File: src/rtl/pool_window_buffer.sv
// pool_window_buffer: gathers raster-order pixels into non-overlapping POOL_DIM x POOL_DIM windows
// and emits each completed window as one packed vector, top-left element in the LSBs.
module pool_window_buffer #(
  parameter int NN_WIDTH  = 32,
  parameter int POOL_DIM  = 2,
  parameter int FM_WIDTH  = 8,
  parameter int FM_HEIGHT = 8
) (
  input  logic                                     clock,
  input  logic                                     reset,
  input  logic [NN_WIDTH-1:0]                      pixel_in,
  input  logic                                     pixel_valid,
  input  logic                                     frame_restart,
  output logic [NN_WIDTH*POOL_DIM*POOL_DIM-1:0]    window_out,
  output logic                                     window_valid,
  output logic                                     frame_done
);
  localparam int NS = POOL_DIM * POOL_DIM;
  localparam int WW = NN_WIDTH * NS;
  localparam int CW = FM_WIDTH > 1 ? $clog2(FM_WIDTH) : 1;
  localparam int RW = FM_HEIGHT > 1 ? $clog2(FM_HEIGHT) : 1;
  localparam int PW = $clog2(POOL_DIM);
  logic [CW-1:0]       col_q, col_d, col_e, base;
  logic [RW-1:0]       row_q, row_d, row_e;
  logic [PW-1:0]       pc_q, pc_d, pc_e, pr_q, pr_d, pr_e;
  logic                last_col, last_row, last_pc, last_pr, emit, shift;
  logic [WW-1:0]       win, window_out_q, window_out_d;
  logic                window_valid_q, window_valid_d, frame_done_q, frame_done_d;
  logic [NN_WIDTH-1:0] cur_q [POOL_DIM-1];
  logic [NN_WIDTH-1:0] cur_d [POOL_DIM-1];
  // pc/pr track col%POOL_DIM and row%POOL_DIM so no divider is needed
  always_comb begin
    col_e          = frame_restart ? '0 : col_q;
    row_e          = frame_restart ? '0 : row_q;
    pc_e           = frame_restart ? '0 : pc_q;
    pr_e           = frame_restart ? '0 : pr_q;
    last_col       = col_e == CW'(FM_WIDTH - 1);
    last_row       = row_e == RW'(FM_HEIGHT - 1);
    last_pc        = pc_e == PW'(POOL_DIM - 1);
    last_pr        = pr_e == PW'(POOL_DIM - 1);
    emit           = pixel_valid && last_pr && last_pc;
    shift          = pixel_valid && last_pr;
    col_d          = pixel_valid ? (last_col ? '0 : col_e + CW'(1)) : col_e;
    pc_d           = pixel_valid ? (last_pc ? '0 : pc_e + PW'(1)) : pc_e;
    row_d          = (pixel_valid && last_col) ? (last_row ? '0 : row_e + RW'(1)) : row_e;
    pr_d           = (pixel_valid && last_col) ? (last_pr ? '0 : pr_e + PW'(1)) : pr_e;
    base           = col_e - CW'(POOL_DIM - 1);
    window_valid_d = emit;
    frame_done_d   = emit && last_row && last_col;
    window_out_d   = emit ? win : window_out_q;
  end
  for (genvar r = 0; r < POOL_DIM - 1; r++) begin : g_line
    logic [NN_WIDTH-1:0] line_buf_q [FM_WIDTH];
    logic [NN_WIDTH-1:0] line_d [FM_WIDTH];
    always_comb begin
      line_d = line_buf_q;
      if (pixel_valid && pr_e == PW'(r)) line_d[col_e] = pixel_in;
    end
    always_ff @(posedge clock) line_buf_q <= line_d;
    for (genvar c = 0; c < POOL_DIM; c++) begin : g_col
      assign win[(r*POOL_DIM+c)*NN_WIDTH +: NN_WIDTH] = line_buf_q[base + CW'(c)];
    end
  end
  // last window row comes from the shift register plus the completing pixel itself
  for (genvar c = 0; c < POOL_DIM; c++) begin : g_last
    if (c == POOL_DIM - 1) begin : g_pix
      assign win[((POOL_DIM-1)*POOL_DIM+c)*NN_WIDTH +: NN_WIDTH] = pixel_in;
    end else begin : g_cur
      assign win[((POOL_DIM-1)*POOL_DIM+c)*NN_WIDTH +: NN_WIDTH] = cur_q[c];
      if (c == POOL_DIM - 2) begin : g_tail
        assign cur_d[c] = shift ? pixel_in : cur_q[c];
      end else begin : g_mid
        assign cur_d[c] = shift ? cur_q[c+1] : cur_q[c];
      end
    end
  end
  always_ff @(posedge clock) cur_q <= cur_d;
  always_ff @(posedge clock or negedge reset) begin
    if (!reset) begin
      col_q          <= '0;
      row_q          <= '0;
      pc_q           <= '0;
      pr_q           <= '0;
      window_out_q   <= '0;
      window_valid_q <= 1'b0;
      frame_done_q   <= 1'b0;
    end else begin
      col_q          <= col_d;
      row_q          <= row_d;
      pc_q           <= pc_d;
      pr_q           <= pr_d;
      window_out_q   <= window_out_d;
      window_valid_q <= window_valid_d;
      frame_done_q   <= frame_done_d;
    end
  end
  assign window_out   = window_out_q;
  assign window_valid = window_valid_q;
  assign frame_done   = frame_done_q;
endmodule

File: config.mk
export PLATFORM = sky130hd
export DESIGN_NAME = pool_window_buffer
export DESIGN_NICKNAME = d
export VERILOG_FILES = /design/src/rtl/pool_window_buffer.sv
export SDC_FILE = /design/constraint.sdc
export NUM_CORES = 1
export LEC_CHECK = 0
export CORE_MARGIN = 2
export CORE_UTILIZATION = 30
export DETAILED_ROUTE_END_ITERATION = 8
export PLACE_DENSITY = 0.49
export REMOVE_ABC_BUFFERS = 1
export SLEW_MARGIN = 5
export SYNTH_ARGS = -nofsm -noshare
export SYNTH_HDL_FRONTEND = slang
export SYNTH_SLANG_ARGS = --single-unit
File: constraint.sdc
create_clock -name clock -period 6 [get_ports clock]
set_input_delay 1.2 -clock clock [delete_from_list [all_inputs] [get_ports clock]]
set_output_delay 1.2 -clock clock [all_outputs]
set_load 0.02 [all_outputs]
# Yosys cells after proc, flatten, opt, wreduce, memory -nomap -nowiden

Cells that the tools add are included.
W data, S select, Z words.

Bits in registers: 426
Bits of input ports: 36
Output and inout bits: 130

Add/subtract/negate cells: 6
$lt $le $gt $ge: 4
Equal/unequal tests: 2
Muxes and demuxes: 21
Bitwise logic cells: 4
Reduce and logical (&&, ||, !) cells: 7

Operators with widths:

| cell                  | number |
|---|---|
| $bwmux W256           | 1 |
| $bmux W32 S3          | 2 |
| $mux W32              | 5 |
| $demux W32 S3         | 1 |
| $mux W3               | 6 |
| $ge A4 B4 Y1 const B  | 3 |
| $not A3 Y4            | 3 |
| $add A3 B1 Y3 const B | 3 |
| $logic_and A1 B1 Y1   | 7 |
| $eq A3 B3 Y1 const B  | 2 |
| $mux W1               | 6 |
| $lt A4 B1 Y1 const B  | 1 |
| $sub A3 B1 Y3 const B | 1 |
| $add A1 B1 Y1 const B | 2 |
| $not A1 Y1            | 1 |

# Depth between registers and ports, before layout

Depth in word-level cells: 7
Mapped depth: 9
Mapped depth without buffers: 6

# Worst setup path after synthesis

OpenSTA, ideal clock, no wires.

Path kind: input port to flip-flop
Start: input frame_restart
End: register g_line[0].line_buf_q[160] (netlist name), enable pin
Setup time: 0.501 ns
Data arrival time: 4.926 ns
Slack: 0.572 ns
Stages: 4
Path buffers: 3
Path through: buf_2 -> clkbuf_1 -> clkbuf_1 -> nor4_1

Longest elaborated chain between the ends: 3

Ends and longest elaborated chain:

| item                 | RTL line | RTL |
|---|---|---|
| start, declared      | 13       | `input logic frame_restart,` |
| $mux W1              | 36       | `pr_e = frame_restart ? '0 : pr_q;` |
| $not A1 Y1           | 57       | `if (pixel_valid && pr_e == PW'(r)) line_d[col_e] = pixel_in;` |
| $logic_and A1 B1 Y1  | 57       |  |
| end signal, assigned | 59       | `always_ff @(posedge clock) line_buf_q <= line_d;` |
| end, declared        | 53       | `logic [NN_WIDTH-1:0] line_buf_q [FM_WIDTH];` |

No other way between the ends.
A chain may end at the register's enable or synchronous reset.

# Worst setup path after layout

Start: register col_q[1]
End: register window_out_q[13], in the netlist window_out[13]

Longest elaborated chain between the ends: 6

Ends and longest elaborated chain:

| item                                        | RTL line | RTL |
|---|---|---|
| start, declared                             | 23       | `logic [CW-1:0] col_q, col_d, col_e, base;` |
| start signal, assigned                      | 88       | `col_q <= col_d;` |
| $mux W3                                     | 33       | `col_e = frame_restart ? '0 : col_q;` |
| $sub A3 B1 Y3                               | 47       | `base = col_e - CW'(POOL_DIM - 1);` |
| $not A3 Y4 (implied by the code)            | 61       | `assign win[(r*POOL_DIM+c)*NN_WIDTH +: NN_WIDTH] = line_buf_q[base + CW'(c)];` |
| $bmux W32 S3                                | 61       |  |
| $mux W32 (implied by the code) (2 in a row) | 61       |  |
| end signal, assigned                        | 92       | `window_out_q <= window_out_d;` |
| end, declared                               | 27       | `logic [WW-1:0] win, window_out_q, window_out_d;` |

No other way between the ends. The select of a mux whose other input is x is not followed.

==> impl_metrics.json <==
{
  "status": "finished, final reports clean",
  "p_comb_share_pct": 10.3,
  "fillers": 5664,
  "drtIter0Drc": 859,
  "netlist.area_leader.share_pct": 47.9,
  "n_antenna_cell": 0,
  "place_area_mm2": 0.0206,
  "worstMarginPinSlew_ns": 1.09,
  "endpoint_kind": "flop",
  "synthTopCellsByArea": "edfxtp_1 (48%), dfrtp_1 (19%), mux2i_1 (6.0%)",
  "post-route-period-util_pct": 53.0,
  "synth-edff-count": 288,
  "vdd_drop_max_v": 0.000195,
  "rsz0062_at_grt": "false",
  "vias": 11932,
  "seq_area_frac_synth_pct": 67.0,
  "antenna_left": 0,
  "worstRegToRegCells": 5,
  "final_core_util_pct": 37.5,
  "cts_root_buf": "clkbuf_16",
  "drive_above_1_share_pct": 11.4,
  "intPower_mw": 5.27,
  "firstDrtPassIters": 8,
  "nets": 1548,
  "maxCapViolations": 0,
  "finalInstanceArea_mm2": 0.0222,
  "required_ns": 6.53,
  "start_util_pct": 30.5,
  "worstSetupStartpointType": "flop",
  "worstReg2RegEnd": "window_out[13]",
  "cts_max_level": 2,
  "swShare_pct": 24.4,
  "grt_usage_pct": 16.6,
  "placed_cells_incl_taps": 2230,
  "wl_um": 52300,
  "slew_viol_final": 0,
  "yosys_warnings": 0,
  "worstReg2RegStart": "col_q[1]",
  "hpwlAfterDp_um": 29800,
  "grt_max_degree": 146,
  "setup.worst_path.start": "col_q[1]",
  "gp_congestion": 0.734,
  "portBuffers": 165,
  "via_per_inst": 5.14,
  "post-cts-setup-buffers": 0,
  "post_drt_wl_per_cell_um": 22.5,
  "synth_seq_cells": 426,
  "hp-class": "flop to flop",
  "antenna_found_initial": 0,
  "setup_violations": 0,
  "area_growth_pct": 22.9,
  "avgSynthCellArea_um2": 13.3,
  "path_max_fanout": 44,
  "clock_power_share_pct": 42.8,
  "ctsLongestPathBuffers": 3,
  "crit_end": "window_out[13]",
  "cts_hold_buffers": 0,
  "syn_area_mm2": 0.0181,
  "leakagePower_nw": 8.29,
  "grt-ovfl-total": 0,
  "insertion_delay_ns": 0.59,
  "cts_tree": "built",
  "dieHeight_um": 249,
  "drc": 0,
  "powerDensity_mw_per_mm2": 314,
  "ys_types": 48,
  "io_pins": 166,
  "rows": 89,
  "die_w_um": 249,
  "finalNonFillerCells": 2323,
  "max_freq_mhz": 314,
  "slew_headroom_pct": 27.1,
  "period_needed_ns": 3.18,
  "grt_pass1_vias": 12219,
  "cts_buffers": 50,
  "switchingPower_mw": 1.70,
  "syn_inst": 1358,
  "cts_sinks": 426,
  "criticalPathCategory": "flop to flop",
  "crit_arrival_ns": 3.71,
  "coreArea_mm2": 0.0592,
  "yosysTopAreaCell": "edfxtp_1",
  "clock_skew_ns": 0.0117,
  "synthFlopType": "edfxtp_1",
  "layout_common_cells": "edfxtp_1 (288), nand2_1 (240), clkdlybuf4s50_1 (163)",
  "clk_pin_slew_worst_paths_ns": 0.06,
  "async_flop_share_pct": 32.4,
  "hold_violations": 0,
  "postCtsResizedCells": 0,
  "final_common_cell": "edfxtp_1",
  "die_area_mm2": 0.0622,
  "seqPwrFrac_pct": 46.9,
  "grt_pass1_wl_um": 78300,
  "r2r_slack_ns": 2.82
}
## Yosys cell counts (3+ instances only)
| cell type | instances |
|---|---|
| buf_4 | 10 |
| nor3_1 | 8 |
| buf_6 | 4 |
| dfrtp_1 | 138 |
| a22o_1 | 28 |
| xnor2_1 | 5 |
| nand3_1 | 4 |
| ha_1 | 3 |
| and3b_1 | 11 |
| nor2_1 | 33 |
| buf_2 | 40 |
| clkbuf_1 | 46 |
| a221oi_1 | 21 |
| o22a_1 | 11 |
| a21o_1 | 11 |
| mux2i_1 | 108 |
| a32o_1 | 27 |
| mux4_2 | 6 |
| a221o_1 | 4 |
| nand2_1 | 240 |
| edfxtp_1 | 288 |
| a222oi_1 | 28 |
| o21ai_0 | 54 |
| o21ai_1 | 29 |
| mux2_2 | 42 |
| o22ai_1 | 3 |
| nor4_1 | 3 |
| a21oi_1 | 62 |
| nor2b_1 | 8 |
| a211oi_1 | 25 |
| inv_1 | 30 |
| nand2b_1 | 9 |
## routing by layer
layer  global-route usage, %  vias up  share of wire, %
li1                        -     5401                 -
met1                    22.5     6049                45
met2                    27.2      402                46
met3                    2.82       80               5.8
met4                    5.28        0               2.5
met5                       0        -                 0
## power by group through the flow
| stage | Combinational, mW | Clock, mW | Sequential [mW] |
|---|---|---|---|
| CTS | 0.723 | 3.07 | 3.27 |
| detailed placement | 0.721 | 0 | 3.33 |
| global route | 0.772 | 3.18 | 3.27 |
| global placement | 0.716 | 0 | 3.32 |
| finish | 0.718 | 2.98 | 3.27 |
| floorplan | 0.410 | 0 | 3.38 |
## critical path: stages (launching register included)
cell and delay [ns]:
dfrtp_4 0.82, buf_4 0.60, nor2b_4 0.96, a222oi_1 0.23, a21oi_1 0.32, a22o_1 0.17
## state kept, by name, summed over array words and instances, names as in the netlist
name and count:
g_line.line_buf_q 256, window_out 128, cur_q 32, col_q 3, row_q 3, frame_done 1, pc_q 1, pr_q 1
window_valid 1
## layout make-up
type	count	area, um2	area share [%]
Clock buffer	84	1510	6.82
Inverter	32	123	0.553
Sequential cell	426	12100	54.6
Multi-Input combinational cell	798	5430	24.5
Tap cell	773	967	4.36
Clock inverter	9	95.1	0.429
Timing Repair Buffer	201	1950	8.77
## stage by stage
stage | hold slack [ns] | worst slack [ns] | setup TNS (ns) | power [mW]
after floorplan | 0.415 | -2.64 | -674.15 | 3.79
after global placement | 0.420 | 2.24 | 0 | 4.04
after detailed placement | 0.421 | 2.22 | 0 | 4.05
after CTS | 0.437 | 2.82 | 0 | 7.06
after global routing | 0.449 | 2.64 | 0 | 7.23
final | 0.436 | 2.82 | 0 | 6.97
## kinds of logic (layout without fill, tap and decap cells)
group	Yosys count	count (layout)	synth area share (%)
compound gates	311	311	12.2
xor+xnor	5	5	0.243
simple gates	323	323	7.56
fa+ha+maj	3	3	0.208
mux	156	156	9.35
flops	426	426	67.0
buf+inv	134	326	3.44
## worst min-delay path by stage
stage                   start        endpoint  slack, ns  cells after the start
floorplan            cur_q[0]  window_out[64]       0.41                      2
global placement    cur_q[31]  window_out[95]       0.42                      2
detailed placement  cur_q[22]  window_out[86]       0.42                      2
CTS                 cur_q[22]  window_out[86]       0.44                      2
global route        cur_q[22]  window_out[86]       0.45                      2
finish              cur_q[23]  window_out[87]       0.44                      2
Power figures use the tool's default switching activity.
